--- src/rtl/ines_stream_loader.sv ---
// ines_stream_loader: parses a streamed iNES 1.0 / NES 2.0 cartridge image and writes the optional
// trainer, PRG and CHR payload to memory through a level-request / one-cycle-ack handshake.
//   clk_i, reset_i            : clock, synchronous active-high reset (restarts the parser)
//   invert_mirror_i           : OSD mirroring invert, applied combinationally
//   in_valid_i, in_data_i     : one-cycle byte strobe from the HPS stream
//   in_wait_o                 : back-pressure; the HPS must not strobe while high
//   mem_addr_o/data_o/write_o : write request, held until mem_ack_i
//   mem_ack_i                 : one-cycle write completion
//   mapper_o .. battery_o     : cartridge fields decoded from the header
//   done_o, error_o, err_code_o : sticky completion / first-fault status
module ines_stream_loader #(
  parameter int unsigned       ADDR_W       = 22,
  parameter bit                TRAINER_EN   = 1'b1,
  parameter logic [ADDR_W-1:0] TRAINER_BASE = ADDR_W'(22'h3FFE00),
  parameter bit                NES20_EN     = 1'b1
) (
  input  logic              clk_i,
  input  logic              reset_i,
  input  logic              invert_mirror_i,
  input  logic              in_valid_i,
  input  logic [7:0]        in_data_i,
  output logic              in_wait_o,
  output logic [ADDR_W-1:0] mem_addr_o,
  output logic [7:0]        mem_data_o,
  output logic              mem_write_o,
  input  logic              mem_ack_i,
  output logic [11:0]       mapper_o,
  output logic [3:0]        submapper_o,
  output logic [11:0]       prg_units_o,
  output logic [11:0]       chr_units_o,
  output logic              mirroring_o,
  output logic              four_screen_o,
  output logic              battery_o,
  output logic              done_o,
  output logic              error_o,
  output logic [2:0]        err_code_o
);

  typedef enum logic [2:0] {
    StHeader, StCheck, StTrainer, StPrg, StChr, StDone, StError
  } state_e;

  localparam logic [2:0] ErrMagic   = 3'd1;
  localparam logic [2:0] ErrTrainer = 3'd2;
  localparam logic [2:0] ErrSize    = 3'd3;
  localparam logic [2:0] ErrRegion  = 3'd4;
  localparam logic [2:0] ErrOverrun = 3'd5;

  localparam logic [31:0]       RegionBytes  = 32'd1 << (ADDR_W - 1);
  localparam logic [ADDR_W-1:0] ChrBase      = ADDR_W'(RegionBytes);
  localparam logic [ADDR_W-1:0] TrainerBytes = ADDR_W'(512);
  localparam logic [ADDR_W-1:0] One          = ADDR_W'(1);

  state_e            state_q, state_d;
  logic [3:0]        hcnt_q, hcnt_d;
  logic [7:0]        hdr_q [16];
  logic              hdr_we;
  logic [ADDR_W-1:0] cnt_q, cnt_d, addr_q, addr_d;
  logic [7:0]        data_q, data_d;
  logic              wr_q, wr_d, ovr_q, ovr_d;
  logic [2:0]        err_q, err_d;
  logic [11:0]       mapper_q, mapper_d, prg_q, prg_d, chr_q, chr_d;
  logic [3:0]        submapper_q, submapper_d;
  logic              mir_q, mir_d, four_q, four_d, batt_q, batt_d;

  // Header decode, consumed only in StCheck.
  logic        nes20, dirty, magic_ok, trainer, size_bad, region_bad;
  logic [11:0] prg_units, chr_units, mapper_c;
  logic [3:0]  submapper_c;
  logic [31:0] prg_bytes, chr_bytes;
  logic        unused_hdr;

  assign unused_hdr = ^hdr_q[7][1:0];

  always_comb begin
    nes20 = NES20_EN && (hdr_q[7][3:2] == 2'b10);
    dirty = 1'b0;
    for (int i = 8; i < 16; i++) dirty = dirty | (hdr_q[i] != 8'h00);
    // Old dumpers left junk in bytes 8..15; drop the high mapper nibble in that case.
    dirty       = dirty & ~nes20;
    magic_ok    = (hdr_q[0] == 8'h4E) && (hdr_q[1] == 8'h45) &&
                  (hdr_q[2] == 8'h53) && (hdr_q[3] == 8'h1A);
    trainer     = hdr_q[6][2];
    prg_units   = {nes20 ? hdr_q[9][3:0] : 4'h0, hdr_q[4]};
    chr_units   = {nes20 ? hdr_q[9][7:4] : 4'h0, hdr_q[5]};
    mapper_c    = {nes20 ? hdr_q[8][3:0] : 4'h0, dirty ? 4'h0 : hdr_q[7][7:4], hdr_q[6][7:4]};
    submapper_c = nes20 ? hdr_q[8][7:4] : 4'h0;
    // MSB nibble 0xF selects the exponent-multiplier size form, which is not supported.
    size_bad    = (prg_units[11:8] == 4'hF) || (chr_units[11:8] == 4'hF) || (prg_units == 12'd0);
    prg_bytes   = {6'd0, prg_units, 14'd0};
    chr_bytes   = {7'd0, chr_units, 13'd0};
    region_bad  = (prg_bytes > RegionBytes) || (chr_bytes > RegionBytes);
  end

  always_comb begin
    state_d     = state_q;
    hcnt_d      = hcnt_q;
    hdr_we      = 1'b0;
    cnt_d       = cnt_q;
    addr_d      = addr_q;
    data_d      = data_q;
    wr_d        = wr_q;
    ovr_d       = ovr_q;
    err_d       = err_q;
    mapper_d    = mapper_q;
    submapper_d = submapper_q;
    prg_d       = prg_q;
    chr_d       = chr_q;
    mir_d       = mir_q;
    four_d      = four_q;
    batt_d      = batt_q;
    unique case (state_q)
      StHeader: begin
        if (in_valid_i) begin
          hdr_we = 1'b1;
          hcnt_d = hcnt_q + 4'd1;
          if (hcnt_q == 4'd15) state_d = StCheck;
        end
      end
      StCheck: begin
        mapper_d    = mapper_c;
        submapper_d = submapper_c;
        prg_d       = prg_units;
        chr_d       = chr_units;
        mir_d       = hdr_q[6][0];
        four_d      = hdr_q[6][3];
        batt_d      = hdr_q[6][1];
        if (!magic_ok) begin
          state_d = StError;
          err_d   = ErrMagic;
        end else if (trainer && !TRAINER_EN) begin
          state_d = StError;
          err_d   = ErrTrainer;
        end else if (size_bad) begin
          state_d = StError;
          err_d   = ErrSize;
        end else if (region_bad) begin
          state_d = StError;
          err_d   = ErrRegion;
        end else if (in_valid_i) begin
          // in_wait_o is high during this cycle, so a strobe here is an overrun.
          state_d = StError;
          err_d   = ErrOverrun;
        end else if (trainer) begin
          state_d = StTrainer;
          cnt_d   = TrainerBytes;
          addr_d  = TRAINER_BASE;
        end else begin
          state_d = StPrg;
          cnt_d   = ADDR_W'(prg_bytes);
          addr_d  = '0;
        end
      end
      StTrainer, StPrg, StChr: begin
        if (!wr_q) begin
          if (in_valid_i) begin
            wr_d   = 1'b1;
            data_d = in_data_i;
          end
        end else if (mem_ack_i) begin
          wr_d   = 1'b0;
          ovr_d  = 1'b0;
          cnt_d  = cnt_q - One;
          addr_d = addr_q + One;
          if (ovr_q || in_valid_i) begin
            state_d = StError;
            err_d   = ErrOverrun;
          end else if (cnt_q == One) begin
            // Last byte of the section: move on without waiting for another strobe.
            if (state_q == StTrainer) begin
              state_d = StPrg;
              cnt_d   = ADDR_W'({prg_q, 14'd0});
              addr_d  = '0;
            end else if (state_q == StPrg && chr_q != 12'd0) begin
              state_d = StChr;
              cnt_d   = ADDR_W'({chr_q, 13'd0});
              addr_d  = ChrBase;
            end else begin
              state_d = StDone;
            end
          end
        end else if (in_valid_i) begin
          // Drop the byte but let the write in flight finish before faulting.
          ovr_d = 1'b1;
        end
      end
      StDone, StError: ;
      default: state_d = StHeader;
    endcase
  end

  always_ff @(posedge clk_i) begin
    if (reset_i) begin
      state_q     <= StHeader;
      hcnt_q      <= '0;
      for (int i = 0; i < 16; i++) hdr_q[i] <= '0;
      cnt_q       <= '0;
      addr_q      <= '0;
      data_q      <= '0;
      wr_q        <= 1'b0;
      ovr_q       <= 1'b0;
      err_q       <= '0;
      mapper_q    <= '0;
      submapper_q <= '0;
      prg_q       <= '0;
      chr_q       <= '0;
      mir_q       <= 1'b0;
      four_q      <= 1'b0;
      batt_q      <= 1'b0;
    end else begin
      state_q     <= state_d;
      hcnt_q      <= hcnt_d;
      if (hdr_we) hdr_q[hcnt_q] <= in_data_i;
      cnt_q       <= cnt_d;
      addr_q      <= addr_d;
      data_q      <= data_d;
      wr_q        <= wr_d;
      ovr_q       <= ovr_d;
      err_q       <= err_d;
      mapper_q    <= mapper_d;
      submapper_q <= submapper_d;
      prg_q       <= prg_d;
      chr_q       <= chr_d;
      mir_q       <= mir_d;
      four_q      <= four_d;
      batt_q      <= batt_d;
    end
  end

  assign in_wait_o     = wr_q | (state_q == StCheck);
  assign mem_write_o   = wr_q;
  assign mem_addr_o    = addr_q;
  assign mem_data_o    = data_q;
  assign mapper_o      = mapper_q;
  assign submapper_o   = submapper_q;
  assign prg_units_o   = prg_q;
  assign chr_units_o   = chr_q;
  assign mirroring_o   = mir_q ^ invert_mirror_i;
  assign four_screen_o = four_q;
  assign battery_o     = batt_q;
  assign done_o        = (state_q == StDone);
  assign error_o       = (state_q == StError);
  assign err_code_o    = err_q;

endmodule

--- config.mk ---
export PLATFORM = sky130hd
export DESIGN_NAME = ines_stream_loader
export DESIGN_NICKNAME = d
export VERILOG_FILES = /design/src/rtl/ines_stream_loader.sv
export SDC_FILE = /design/constraint.sdc
export NUM_CORES = 1
export LEC_CHECK = 0
export ABC_AREA = 1
export CAP_MARGIN = 20
export CORE_ASPECT_RATIO = 1.25
export CORE_MARGIN = 2
export CORE_UTILIZATION = 45
export CTS_CLUSTER_DIAMETER = 150
export CTS_CLUSTER_SIZE = 20
export DETAILED_ROUTE_END_ITERATION = 6
export PLACE_DENSITY = 0.76
export SYNTH_ARGS = -nofsm -noshare
export SYNTH_HDL_FRONTEND = slang
export SYNTH_SLANG_ARGS = --single-unit
export TNS_END_PERCENT = 20
--- constraint.sdc ---
create_clock -name clk_i -period 2.04 [get_ports clk_i]
set_clock_uncertainty 0.1 [all_clocks]
set_input_delay 0.408 -clock clk_i [delete_from_list [all_inputs] [get_ports clk_i]]
set_output_delay 0.408 -clock clk_i [all_outputs]
set_load 0.01 [all_outputs]
Yosys cells after proc, flatten, opt, wreduce, memory -nomap -nowiden
Memories as Yosys holds them, arrays and structs flattened. Cells that the tools add are included.

Bits in registers: 107. RAM bits: 128. Bits of input ports: 13. Logic and storage cells: 155. Memories: 1.

Memories: hdr_q (depth 16, width 8, read ports 16, clocked after memory_dff 0, write ports 16, RTL line 56) `logic [7:0] hdr_q [16];`.

Add/sub/neg operators: 3. $lt $le $gt $ge: 2. Equality and inequality tests: 26. Mux-type cells: 65. Bitwise gates (word level): 13. Reductions and logical operators: 30.

Operator list (count): two-way mux 22 bit (22); one-hot mux 22 bit (2 select lines) (2); nonzero test 8 bit (8); two-way mux 3 bit (18); greater-than comparator 26 x 22 -> 1 bit, second input constant (1); greater-than comparator 25 x 22 -> 1 bit, second input constant (1); == test 8 x 7 -> 1 bit, second input constant (3); two-way mux 4 bit (6); adder 22 x 1 -> 22 bit, second input constant (1); == test 22 x 1 -> 1 bit, second input constant (1); subtractor 22 x 1 -> 22 bit, second input constant (1); inequality test 2 bit, second input constant (9); two-way mux 1 bit (14); == test 4 bit, second input constant (3); logical NOT 12 bit (1); one-hot mux 3 bit (4 select lines) (1); nonzero test 12 bit (1); == test 3 bit, second input constant (3); == test 8 x 5 -> 1 bit, second input constant (1); two-way mux 8 bit (1); OR 1 bit (8); OR reduction 8 bit (1); AND reduction 7 bit (1); == test 3 x 2 -> 1 bit, second input constant (2); 19 further kinds (29).

Logic depth before layout (Yosys ltp)
An unclocked memory read counts as a cell.

Depth in word-level cells: 11. Depth in mapped cells: 14. Depth with buffers taken out: 13.

Worst setup path after synthesis
No wires, ideal clock.

Path type: register to register. From: reg state_q[0]. To: mem hdr_q[0][0], enable pin. Arrival: 1.568 ns. Data required time: 1.611 ns. Setup slack: 0.043 ns. Stages on the path, launching flop included: 10. Path buffers: 0. Clock period less this slack: 1.997 ns. Cell sequence: dfxtp_1 nor2_1 nand2_1 nor2_1 inv_1 nor2_1 inv_1 nor2_1 nand2_2 nand2_1.

RTL lines: start: declaration (RTL line 54) `state_e state_q, state_d;`; start signal: assignment (RTL line 194) `state_q <= StHeader;`; start signal: assignment (RTL line 211) `state_q <= state_d;`; end: declaration (RTL line 56).

==> summary.txt <==
Clock network
  – Cts hold-fix bufs: 0
  – Worst-Skew Late Latency: 0.48 ns
  – CTS tree: done
  – Clk pin slew, worst setup/hold paths: 0.09 ns
  – Number of buffers created by CTS: 15
  – Root buffer selected by CTS: clkbuf_16
  – Longest Clk Path Bufs: 3
  – Total number of clock tree sinks: 233
  – H-tree depth: 1

Floorplan
  – Core ar.: roughly 0.024 mm²
  – Die boundary width: 142.1 µm
  – Vertical extent of the die: 176.6 µm
  – Full die area: about 0.025 mm²
  – Initial core utilization: between 40 and 50%
  – Number of placement rows: 63
  – I/O pin count: 93

Worst hold path
  – Beginning of the worst hold path: reset_i
  – WHS Endpoint: chr_units_o[0]
  – Worst Hold Depth: 3
  – Worst Hold Class: in -> reg

Critical path
  – Required time of the critical path: between 2 and 2.5 ns
  – Cell family contributing the most delay on the critical path: simple AND/OR/NAND/NOR gates
  – Reg-to-Reg Start: hdr_q[7][3]
  – Critical-path cell with the highest stage delay: edfxtp_1
  – Maximum cell stage delay along the critical path: roughly 0.4 ns
  – Cell Chain, Critical Path: inv_1 > nor2_4 > nand2_1 > nor2_1 > nor2_2 > nand2_2 > o21ai_2 > nand3_4 > buf_12 > nor2_4 > nand3_2 > nand2_1
  – Crit-path max FO: 13
  – Critical Path Sink Type: flip-flop
  – Element type at the critical path start: flip-flop
  – WP buf/inv: 2
  – Critical path class: reg -> reg
  – R2r worst-path depth: 12
  – Endpoint of the most critical register-to-register path: cnt_q[17]
  – Slack of the worst reg-to-reg path: -0.03 ns
  – Crit path arrival time: around 2.4 ns

Drt
  – Number of antenna-violating nets in the routed design: 0
  – Final WL: between 20 and 30 mm
  – Vias post-DR: around 9400
  – DRC violation total after the first TritonRoute iteration: 625
  – DR WL/cell: between 15 and 20 µm
  – TritonRoute pass-1 iters: 5
  – DR vias/cell: 5.217
  – Post-detailed-route DRC marker count: 0

Status
  – Status: finished, violations left
  – Failing checks: negative setup slack

Global routing
  – Total global routing track utilization: ~22%
  – Largest net degree at the start of global routing: 38
  – Number of antenna violations at the first check in global routing: 0
  – Global route overflow: 0
  – Vias in the first global route: between 8000 and 9000
  – Global-route wire length before repair: roughly 44 mm

Logic synthesis
  – Mapped Nets: between 1000 and 1500
  – Proportion of synthesized chip area in sequential cells: a little under three fifths
  – Most frequently used cell type in the post-synthesis netlist: nand2_1
  – Most common flop cell mapped by yosys: edfxtp_1
  – Flops & latches, synth: roughly 230
  – Ys Warns: 0
  – Total standard cell area after synthesis: 0.01073 mm²
  – Portion of synthesized cell area occupied by the leading cell type: 35.27%
  – Cells taking the most area after synthesis: edfxtp_1 (35%), dfxtp_1 (20%), nand2_1 (9.8%), nor2_1 (8.6%), inv_1 (4.7%)
  – Yosys top cell by area: edfxtp_1
  – Number of distinct standard cells referenced by the synthesized netlist: 42
  – List of most frequent post-synthesis cells: nand2_1 (280), nor2_1 (246), inv_1 (133), edfxtp_1 (126), dfxtp_1 (107)
  – Synth Instances: about 1300
  – Average cell area after synthesis: ~8.3 µm²
  – Async set-or-reset flop fraction in the synthesized netlist: 0%
  – EDFF count, synth: about 130

STA
  – Count of endpoints failing hold in the final timing report: 0
  – Max_slew headroom: between 60% and 70%
  – Share of the clock period used by the worst path after layout: 101.6%
  – Final critical-path setup slack: -0.03175 ns
  – Post-layout min period: between 2 and 2.5 ns
  – Count of final max-slew check failures: 0
  – Number of setup violations in the final report: 12
  – Worst Max-Slew Pin Slew: about 0.52 ns
  – Unrepaired setup endpoints after global routing: true
  – Timing-limited maximum frequency: just under 500 MHz
  – Sum of negative setup slack: -0.1464 ns
  – Worst hold slack: 0.3163 ns

Power
  – Combinational Power Share: a little over two fifths
  – Overall power: approximately 16 mW
  – Relative contribution of the clock network to total power: about 19%
  – Switching fraction of total power: 38.22%
  – Sequential Power Share: 38.0%
  – Net switching power of the design: 6.058 mW
  – Leakage power: roughly 5.7 nW
  – Internal power component: around 9.8 mW
  – Power per unit of standard cell area: between 1000 and 1500 mW/mm²
  – Largest voltage drop on the vdd net: approximately 0.00057 V

Placed design
  – Port-buffer cells: 92
  – Cell count after placement: approximately 1800
  – Last weighted congestion value of the routability-driven placer: slightly below 0.9
  – Estimated wirelength of the detail-placed design: about 20 mm

Final layout
  – Flip-flop and latch area: 0.005939 mm²
  – Share of layout cells above drive strength 1: between 10% and 20%
  – Utilization after layout: 57.43%
  – Area Growth Syn to Fin: 26.19%
  – Count of nets after finishing: about 1500
  – Non-filler cells, final: 1800
  – Combined area of the multi-input logic cells: 0.004187 mm²
  – Fill cells: 1993

Job
  – Max-cap violations: 0
## sequential cells by signal, summed over array words and instances, names as in the netlist, 4 cells and up
register     count
chr_units_o     12
cnt_q           22
hcnt_q           4
hdr_q          126
mapper_o        12
mem_addr_o      22
mem_data_o       8
prg_units_o     12
submapper_o      4
## layout make-up
cell class              count  area share [%]
flip-flops and latches    233           43.88
multi-input cells         880           30.93
repair buffers            230           15.49
inverters                 139           3.892
clock buffers              24           3.023
well taps                 292           2.699
clock inverters             1         0.06471
diodes                      1         0.01849
## timing repair
action                     CTS  global route
buffers inserted             2            10
cloned                       0             1
pin swaps                    1             7
gates resized for setup     16            54
setup endpoints to repair   77           194
## how the worst max path moves through the flow
stage                           start  slack, ns           end  depth (start not counted)
after detailed placement   in_valid_i      -0.37   hdr_q[0][6]                         10
final                     hdr_q[7][3]      -0.03     cnt_q[17]                         12
after global routing      hdr_q[3][7]      -0.18     cnt_q[17]                         11
after CTS                  state_q[1]      -0.20     in_wait_o                          5
after global placement     in_valid_i      -0.34  hdr_q[12][0]                         10
after floorplan            state_q[0]       0.04   hdr_q[0][0]                          9
## cells in the final DEF, fill, tap and decap left out, types with 9 or more instances in the layout
cell / netlist / final
a21oi_1: 85 / 80
buf_12: 0 / 10
buf_4: 3 / 126
clkbuf_1: 32 / 9
clkbuf_16: 0 / 16
clkdlybuf4s50_1: 0 / 85
dfxtp_1: 107 / 98
edfxtp_1: 126 / 126
inv_1: 133 / 130
nand2_1: 280 / 268
nand2_2: 14 / 22
nand3_1: 85 / 80
nand4_1: 13 / 13
nor2_1: 246 / 239
nor2_2: 8 / 14
nor3_1: 14 / 14
o21ai_0: 55 / 51
o21ai_2: 7 / 9
## cell families after synthesis
| kind of cell | synth area share, % |
|---|---|
| compound gates | 8.387 |
| xor+xnor | 1.061 |
| fa+ha+maj | 0.8165 |
| buf+inv | 7.022 |
| flops | 55.24 |
| simple gates | 27.47 |
## per-stage QoR
| stage | setup WS, ns | cell area [µm²] |
|---|---|---|
| floorplan | 0.04266 | 10730 |
| global placement | -0.3386 | 12830 |
| detailed placement | -0.3746 | 12830 |
| CTS | -0.2010 | 13300 |
| global route | -0.1782 | 13530 |
| finish | -0.03175 | 13540 |
## layer usage
metal / up-vias / share of wire, % / routed length (µm) / global-route usage (%)
met5: - / 0 / 0 / 0
met4: 0 / 3.5 / 982 / 8.583
met3: 74 / 4.9 / 1396 / 3.030
met2: 299 / 53 / 15010 / 41.32
met1: 4388 / 39 / 10970 / 25.39
li1: 4630 / - / - / -
## power by group through the flow
stage	registers (mW)	clock network [mW]	logic (mW)
detailed placement	6.10	0	6.37
global placement	6.09	0	6.25
floorplan	6.13	0	4.11
CTS	6.01	2.96	6.49
global route	6.11	3.13	7.66
finish	6.03	2.93	6.89
## worst min-delay path, stage by stage
cell and delay [ns]:
buf_2 0.20, buf_4 0.19, a21oi_1 0.04
No activity file was read; power rests on OpenSTA's default activity.
